File: src/rtl/prince_job_arbiter_pkg.sv
// Shared types and constants for the PRINCE job arbiter.
package prince_job_arbiter_pkg;

  typedef enum logic [1:0] {
    ST_IDLE = 2'd0,
    ST_LOAD = 2'd1,
    ST_RUN  = 2'd2,
    ST_RESP = 2'd3
  } state_e;

  localparam int PRINCE_ROUNDS = 13;
  // Three cycles of slack beyond the nominal round count before the watchdog fires.
  localparam int RUN_MAX_DEF   = PRINCE_ROUNDS + 3;

endpackage

File: src/rtl/prince_job_arbiter_rr_pick.sv
// Combinational round-robin priority encoder: first set request at or after ptr_i, wrapping.
module prince_rr_pick #(
  parameter int NREQ = 4,
  parameter int IDW  = 3
) (
  input  logic [NREQ-1:0] req_i,
  input  logic [IDW-1:0]  ptr_i,
  output logic [NREQ-1:0] onehot_o,
  output logic [IDW-1:0]  idx_o,
  output logic            any_o
);

  function automatic int wrap_idx(input int p, input int k);
    return (p + k) % NREQ;
  endfunction

  // Scan from the farthest offset down so the nearest request is the last to write.
  always_comb begin
    onehot_o = '0;
    idx_o    = '0;
    any_o    = 1'b0;
    for (int k = NREQ - 1; k >= 0; k--) begin
      if (|(req_i & (NREQ'(1) << wrap_idx(int'(ptr_i), k)))) begin
        onehot_o = NREQ'(1) << wrap_idx(int'(ptr_i), k);
        idx_o    = IDW'(wrap_idx(int'(ptr_i), k));
        any_o    = 1'b1;
      end
    end
  end

endmodule

File: src/rtl/prince_job_arbiter.sv
// Round-robin arbiter sharing one masked PRINCE core among NREQ requesters.
// state | meaning: IDLE pick next job | LOAD wait PRNG masks | RUN core rounds | RESP hold result
module prince_job_arbiter
  import prince_job_arbiter_pkg::*;
#(
  parameter int NREQ    = 4,
  parameter int IDW     = 3,
  parameter int RUN_MAX = RUN_MAX_DEF
) (
  input  logic            clk,
  input  logic            rst,
  input  logic [NREQ-1:0] req_valid_i,
  input  logic [NREQ-1:0] req_enc_i,
  output logic [NREQ-1:0] req_ready_o,
  output logic [IDW-1:0]  grant_id_o,
  output logic            rnd_req_o,
  input  logic            rnd_ack_i,
  output logic            core_rst_o,
  output logic            core_en_o,
  output logic            core_enc_o,
  input  logic            core_done_i,
  output logic            rsp_valid_o,
  output logic [IDW-1:0]  rsp_id_o,
  input  logic            rsp_ready_i,
  output logic            err_o
);

  localparam int RCW = $clog2(RUN_MAX);

  state_e          state_q, state_d;
  logic [IDW-1:0]  rr_ptr_q, rr_ptr_d;
  logic [IDW-1:0]  grant_id_q, grant_id_d;
  logic            core_enc_q, core_enc_d;
  logic [NREQ-1:0] req_ready_q, req_ready_d;
  logic [RCW-1:0]  run_cnt_q, run_cnt_d;
  logic            err_q, err_d;

  logic [NREQ-1:0] pick_oh;
  logic [IDW-1:0]  pick_idx;
  logic            pick_any;
  logic [IDW-1:0]  ptr_next;

  prince_rr_pick #(.NREQ(NREQ), .IDW(IDW)) u_pick (
    .req_i    (req_valid_i),
    .ptr_i    (rr_ptr_q),
    .onehot_o (pick_oh),
    .idx_o    (pick_idx),
    .any_o    (pick_any)
  );

  assign ptr_next = (grant_id_q == IDW'(NREQ - 1)) ? '0 : grant_id_q + IDW'(1);

  always_ff @(posedge clk) begin
    if (rst) begin
      state_q     <= ST_IDLE;
      rr_ptr_q    <= '0;
      grant_id_q  <= '0;
      core_enc_q  <= 1'b0;
      req_ready_q <= '0;
      run_cnt_q   <= '0;
      err_q       <= 1'b0;
    end else begin
      state_q     <= state_d;
      rr_ptr_q    <= rr_ptr_d;
      grant_id_q  <= grant_id_d;
      core_enc_q  <= core_enc_d;
      req_ready_q <= req_ready_d;
      run_cnt_q   <= run_cnt_d;
      err_q       <= err_d;
    end
  end

  always_comb begin
    state_d     = state_q;
    rr_ptr_d    = rr_ptr_q;
    grant_id_d  = grant_id_q;
    core_enc_d  = core_enc_q;
    req_ready_d = '0;
    run_cnt_d   = run_cnt_q;
    err_d       = err_q;
    rnd_req_o   = 1'b0;
    core_rst_o  = 1'b1;
    core_en_o   = 1'b0;
    rsp_valid_o = 1'b0;
    case (state_q)
      ST_IDLE: begin
        if (pick_any) begin
          grant_id_d  = pick_idx;
          core_enc_d  = |(req_enc_i & pick_oh);
          req_ready_d = pick_oh;
          state_d     = ST_LOAD;
        end
      end
      ST_LOAD: begin
        rnd_req_o = 1'b1;
        if (rnd_ack_i) begin
          run_cnt_d = '0;
          state_d   = ST_RUN;
        end
      end
      ST_RUN: begin
        core_rst_o = 1'b0;
        core_en_o  = !core_done_i;
        run_cnt_d  = run_cnt_q + RCW'(1);
        if (core_done_i) begin
          state_d = ST_RESP;
        end else if (run_cnt_q == RCW'(RUN_MAX - 1)) begin
          // Aborted job gets no response but still gives up its turn.
          err_d    = 1'b1;
          rr_ptr_d = ptr_next;
          state_d  = ST_IDLE;
        end
      end
      ST_RESP: begin
        core_rst_o  = 1'b0;
        rsp_valid_o = 1'b1;
        if (rsp_ready_i) begin
          rr_ptr_d = ptr_next;
          state_d  = ST_IDLE;
        end
      end
      default: state_d = ST_IDLE;
    endcase
  end

  assign req_ready_o = req_ready_q;
  assign grant_id_o  = grant_id_q;
  assign core_enc_o  = core_enc_q;
  assign rsp_id_o    = rsp_valid_o ? grant_id_q : '0;
  assign err_o       = err_q;

endmodule

File: config.mk
export PLATFORM = sky130hd
export DESIGN_NAME = prince_job_arbiter
export DESIGN_NICKNAME = d
export VERILOG_FILES = /design/src/rtl/prince_job_arbiter_pkg.sv /design/src/rtl/prince_job_arbiter_rr_pick.sv /design/src/rtl/prince_job_arbiter.sv
export SDC_FILE = /design/constraint.sdc
export NUM_CORES = 1
export LEC_CHECK = 0
export CORE_AREA = 2 2 50 52
export DETAILED_ROUTE_END_ITERATION = 8
export DIE_AREA = 0 0 52 54
export DONT_BUFFER_PORTS = 1
export MAX_ROUTING_LAYER = met4
export PLACE_DENSITY = 0.74
export RECOVER_POWER = 50
export SLEW_MARGIN = 40
export SYNTH_ARGS = -nofsm -noshare
export SYNTH_HDL_FRONTEND = slang
export SYNTH_SLANG_ARGS = --single-unit
File: constraint.sdc
create_clock -name clk -period 6.8 [get_ports clk]
set_input_delay 1.36 -clock clk [delete_from_list [all_inputs] [get_ports clk]]
set_output_delay 1.36 -clock clk [all_outputs]
set_load 0.05 [all_outputs]
==> metrics.txt, run 1 <==
outcome complete, no violations; initial core utilization between 50% and 60%; multiplexer area fraction after synthesis 2.29%; die width 52 um; Seq/Total Area, Yosys between 20% and 30%; Max Clk Rate 315 MHz; wire per inst approximately 16 um; die area between 2000 and 3000 um^2; Starting DRT DRC Count 63; flops & latches, synth 16; worst hold path type register to register; post_cts resized 0; Synth Area in Compound Gates 32.3%; row count 18; Synth area leader dfxtp_1; syn_area_per_cell approximately 7.7 um^2; clock buffer count from CTS 3; largest net degree at the start of global routing 20; power per cell area 180 nW/um^2; Post-Synth XOR/XNOR Area 0.667%; RePlAce Congestion 0.905; Synth top cells by count nand2_1 (18), dfxtp_1 (16), nor2_1 (16); ys async rst share 0%; Pre-antenna DRT Iters 5; Leak 0.475 nW; Worst Skew 0.00190 ns; H-tree depth 1; Antenna diodes 0; CP endpoint kind output pin; top-area cell type share of the netlist area 24.4%; Final Cycle Share 46.8%; Sink Count 16; layout cells sized above 1 6.88%; Min Clock Period, post-route between 3 and 4 ns; Worst-path clk slew about 0.080 ns; Slew HR 47.8%; Clock Latency Late Sink ~0.28 ns; gr ovfl total 0; worst slew pin tran just under 0.8 ns; clk buf depth 2; Synth area leaders dfxtp_1 (24%), ha_1 (5.7%), nand2_1 (5.1%); simple-gate share of the synthesized area between 20% and 30%; Multi-input gate area 882 um^2; postcts setup bufs 0; synth unique cells 51; crit start category register; vias in the first global route 1,067; vias 1,223; DR vias/cell 6.44; Routed WL 3020 um; die height roughly 54 um; final antenna-violating net count 0; DRC 0; number of synthesized flops with an enable pin 0; VDD IR max roughly 110 uV; PortBufs 0; num ports 29; Final setup viols 0; most frequent cell after synthesis nand2_1; Core ar. between 2000 and 2500 um^2; worst hold slack 0.516 ns; Main synth FF type dfxtp_1; gr usage total between 20% and 30%; max_cap viols 0; Data arrival, critical path 1.82 ns; # hold bufs at CTS 0; antenna violations before repair 0; yosys warns 0; Fin. Hold Viols 0; Final nets 181; post-synthesis adder-cell area fraction 5.72%; DP Wirelength between 2000 and 2500 um; CTS tree built; Area Overhead vs Synth -1.53%; setup TNS 0 ns; CP Max Fanout 16; Syn Inst Count 171; Fillers 225; WS Path Type register to output pin; max-slew violation count 0; synthesized area 1310 um^2; unrepaired setup endpoints after global routing no; first-pass GRT wire length 4830 um; Root Driver clkbuf_4; WP data required around 5.4 ns; main combinational cell family by area after synthesis compound AO/OA/AOI/OAI gates; Reg area approximately 320 um^2
final timing paths:
path / endpoint / slack, ns / cells past startpoint / start
max: core_en_o / 3.62 / 3 / state_q[1]$_SDFFE_PP0P_
min: rr_ptr_q[0]$_SDFFE_PP0P_ / 0.52 / 2 / rr_ptr_q[0]$_SDFFE_PP0P_
max reg2reg: core_enc_o$_SDFFE_PP0P_ / 3.87 / 8 / rr_ptr_q[0]$_SDFFE_PP0P_
min reg2reg: rr_ptr_q[0]$_SDFFE_PP0P_ / 0.52 / 2 / rr_ptr_q[0]$_SDFFE_PP0P_
flip-flops by register name (all words and copies together) (netlist names):
| register | flops |
|---|---|
| req_ready_o | 4 |
| run_cnt_q | 4 |
| grant_id_o | 2 |
| rr_ptr_q | 2 |
| state_q | 2 |
| core_enc_o | 1 |
| err_o | 1 |
cells in the final DEF, fill, tap and decap left out, types with 2 or more instances in the layout:
| cell type | count |
|---|---|
| or3_1 | 2 |
| o21ai_1 | 2 |
| a21oi_1 | 10 |
| o211ai_1 | 4 |
| o21ai_0 | 10 |
| a31oi_1 | 2 |
| nor2_1 | 16 |
| a211oi_1 | 3 |
| nand2_1 | 18 |
| a22oi_1 | 6 |
| nor2b_1 | 3 |
| clkbuf_4 | 3 |
| a221o_1 | 3 |
| a221oi_1 | 2 |
| and2_1 | 2 |
| nand3_1 | 2 |
| ha_1 | 6 |
| inv_1 | 5 |
| and3_1 | 2 |
| nand2b_1 | 2 |
| conb_1 | 2 |
| a222oi_1 | 5 |
| and4b_1 | 2 |
| nor3_1 | 6 |
| mux2i_1 | 3 |
| dfxtp_1 | 16 |
logic make-up after synthesis:
logic type               Yosys count
AND/OR/NAND/NOR                   64
AO/OA/AOI/OAI                     58
buffers and inverters             22
flip-flops                        16
adder cells (fa/ha/maj)            6
multiplexers                       3
other                              1
XOR/XNOR                           1
power breakdown:
group | switching (mW) | internal [mW]
Combinational | 0.0376 | 0.0227
Sequential | 0.0243 | 0.100
Clock | 0.0273 | 0.0206
stage by stage:
| stage | util (%) | instances | area (um^2) | worst slack, ns | power [mW] |
|---|---|---|---|---|---|
| global placement | 54.6 | 187 | 1270 | 3.65 | 0.185 |
| global route | 55.7 | 190 | 1290 | 3.49 | 0.246 |
| finish | 55.7 | 190 | 1290 | 3.62 | 0.232 |
| floorplan | - | 172 | 1320 | 3.04 | 0.182 |
| CTS | 55.7 | 190 | 1290 | 3.62 | 0.234 |
| detailed placement | 54.7 | 187 | 1270 | 3.59 | 0.187 |
layout make-up:
type / instances / share of cell area (%)
multi-input cells: 134 / 68.2
flip-flops and latches: 16 / 24.8
well taps: 30 / 2.90
clock buffers: 3 / 1.74
inverters: 6 / 1.74
repair buffers: 1 / 0.581
per-layer routing:
metal / wire [um] / vias up / GRT usage (%)
met5: 0 / - / -
met3: 162 / 7 / 4.17
met2: 1480 / 41 / 39.0
met1: 1300 / 558 / 27.9
met4: 81 / 0 / 14.0
li1: - / 617 / -
critical path: stages, from the launching register on:
cell	delay, ns
dfxtp_1	0.63
inv_1	0.40
nor3_1	0.27
buf_4	0.23
No activity file was read; power rests on OpenSTA's default activity.
==> run 2: changes to the inputs <==
==> constraint.sdc (replaced) <==
create_clock -name clk -period 3.1 [get_ports clk]
set_input_delay 0.62 -clock clk [delete_from_list [all_inputs] [get_ports clk]]
set_output_delay 0.62 -clock clk [all_outputs]
set_load 0.05 [all_outputs]
==> run 2 against run 1 <==
Against the previous run:
- largest power group unchanged
- clock-buffer cell count increased by 1
- clock skew decreased by 0.0012 ns
- non-clock buffer count increased by 2
- highest routed layer unchanged
- via count increased by 2.6%
- utilization increased by 1.1 points
==> metrics.txt, run 2 (synthesized netlist as in run 1, its figures left out) <==
outcome complete, no violations; row count 18; first-pass GRT wire length 4730 um; PortBufs 0; CP delay by family, top compound AO/OA/AOI/OAI gates; die area 2810 um^2; post_cts resized 0; # hold bufs at CTS 0; Starting DRT DRC Count 45; vias in the first global route 1,068; Area Overhead vs Synth 0.476%; CTS tree built; VDD IR max 214 uV; crit path capture core_enc_o$_SDFFE_PP0P_; worst hold path type primary input to register; Final nets between 150 and 200; final antenna-violating net count 0; wire per inst between 15 and 20 um; Critical Path, Cell by Cell inv_1, ha_1, a222oi_1, nand2_2, and4_4, a311o_1, a211oi_2, a31oi_1; RePlAce Congestion 0.939; most frequent cells in the layout nand2_1 (18), nor2_1 (16), dfxtp_1 (16), o21ai_0 (10), a21oi_1 (10); Fin. Hold Viols 0; Hold Path Cell Cnt 1; Core ar. ~2300 um^2; DR vias/cell 6.50; initial core utilization 56.6%; Final Cycle Share 93.4%; max incr delay on CP 0.74 ns; die height roughly 54 um; Critical Path Stages 8; largest net degree at the start of global routing 20; die width 52 um; WS Path Type register to register; Antenna diodes 0; CP endpoint kind register; vias roughly 1.3k; r2r setup slk between 0.2 and 0.25 ns; Data arrival, critical path 3.06 ns; max-slew violation count 0; Cell Count Post-Placement 189; Clock Latency Late Sink 0.27 ns; Leak 0.492 nW; WP data required 3.26 ns; Worst Skew 0.000727 ns; max_cap viols 0; gr ovfl total 0; r2r startpoint rr_ptr_q[0]$_SDFFE_PP0P_; Final Util 56.9%; worst reg-to-reg path cell count 8; setup TNS 0 ns; Bufs and invs on worst path 1; Min Clock Period, post-route between 2 and 3 ns; crit path from rr_ptr_q[0]$_SDFFE_PP0P_; layout cells sized above 1 7.98%; Max Clk Rate 346 MHz; Final Power approximately 0.54 mW; Pre-antenna DRT Iters 5; DRC 0; gr usage total 22.5%; Worst-path clk slew 0.09 ns; CP Max Fanout 18; H-tree depth 1; worst slew pin tran 0.701 ns; unrepaired setup endpoints after global routing no; commonest non-fill, non-tap cell in the layout nand2_1; DP Wirelength 2220 um; power per cell area about 410 nW/um^2; clk buf depth 2; Slowest-stage cell, CP a222oi_1; postcts setup bufs 0; Slew HR 53.2%; Final setup viols 0; Routed WL 3060 um; clock buffer count from CTS 3; num ports 29; antenna violations before repair 0; reg-to-reg endpoint core_enc_o$_SDFFE_PP0P_; crit start category register; Sink Count 16; Non-Filler Instances approximately 190; Root Driver clkbuf_4
[run 2: cell types whose count changed in the layout (fill, tap and decap cells not counted), sizes merged]
cell and change:
buf +2, clkbuf +1
[run 2: routing by layer]
layer  vias to the layer above  track usage [%]  wire, um
met5                         -                -         0
met4                         0             4.82        19
met3                         2             2.78       148
met2                        38             40.5      1580
met1                       591             26.8      1310
li1                        624                -         -
[run 2: metrics by stage]
stage	worst slack [ns]	hold WS (ns)	area, um^2
floorplan	0.654	0.475	1320
global placement	0.420	0.494	1280
detailed placement	0.324	0.496	1280
CTS	0.285	0.399	1320
global route	0.0108	0.381	1320
finish	0.206	0.406	1320
[run 2: how the worst min path moves through the flow]
stage                                 end  slack (ns)                     start
6_report          state_q[0]$_SDFFE_PP0P_        0.41                       rst
5_1_grt        grant_id_o[0]$_SDFFE_PP0P_        0.38                       rst
4_1_cts          rr_ptr_q[1]$_SDFFE_PP0P_        0.40                       rst
3_5_place_dp     rr_ptr_q[0]$_SDFFE_PP0P_        0.50  rr_ptr_q[0]$_SDFFE_PP0P_
3_3_place_gp     rr_ptr_q[0]$_SDFFE_PP0P_        0.49  rr_ptr_q[0]$_SDFFE_PP0P_
2_1_floorplan    rr_ptr_q[0]$_SDFFE_PP0P_        0.47  rr_ptr_q[0]$_SDFFE_PP0P_
[run 2: layout make-up]
cell class | instances | area [um^2]
fillers | 213 | 1000
inverters | 6 | 22.5
repair buffers | 3 | 22.5
well taps | 30 | 37.5
flip-flops and latches | 16 | 320
clock buffers | 4 | 36.3
multi-input cells | 134 | 880
[run 2: worst reg2reg max path, cell delays in order (launching register included)]
cell	delay, ns
dfxtp_1	0.41
inv_1	0.10
ha_1	0.41
a222oi_1	0.74
nand2_2	0.25
and4_4	0.26
a311o_1	0.33
a211oi_2	0.19
a31oi_1	0.10
[run 2: where the power goes]
group          leakage, nW  internal [mW]  switching [mW]
Combinational        0.340         0.0527          0.0823
Sequential           0.131          0.219          0.0543
Clock               0.0210         0.0713          0.0604
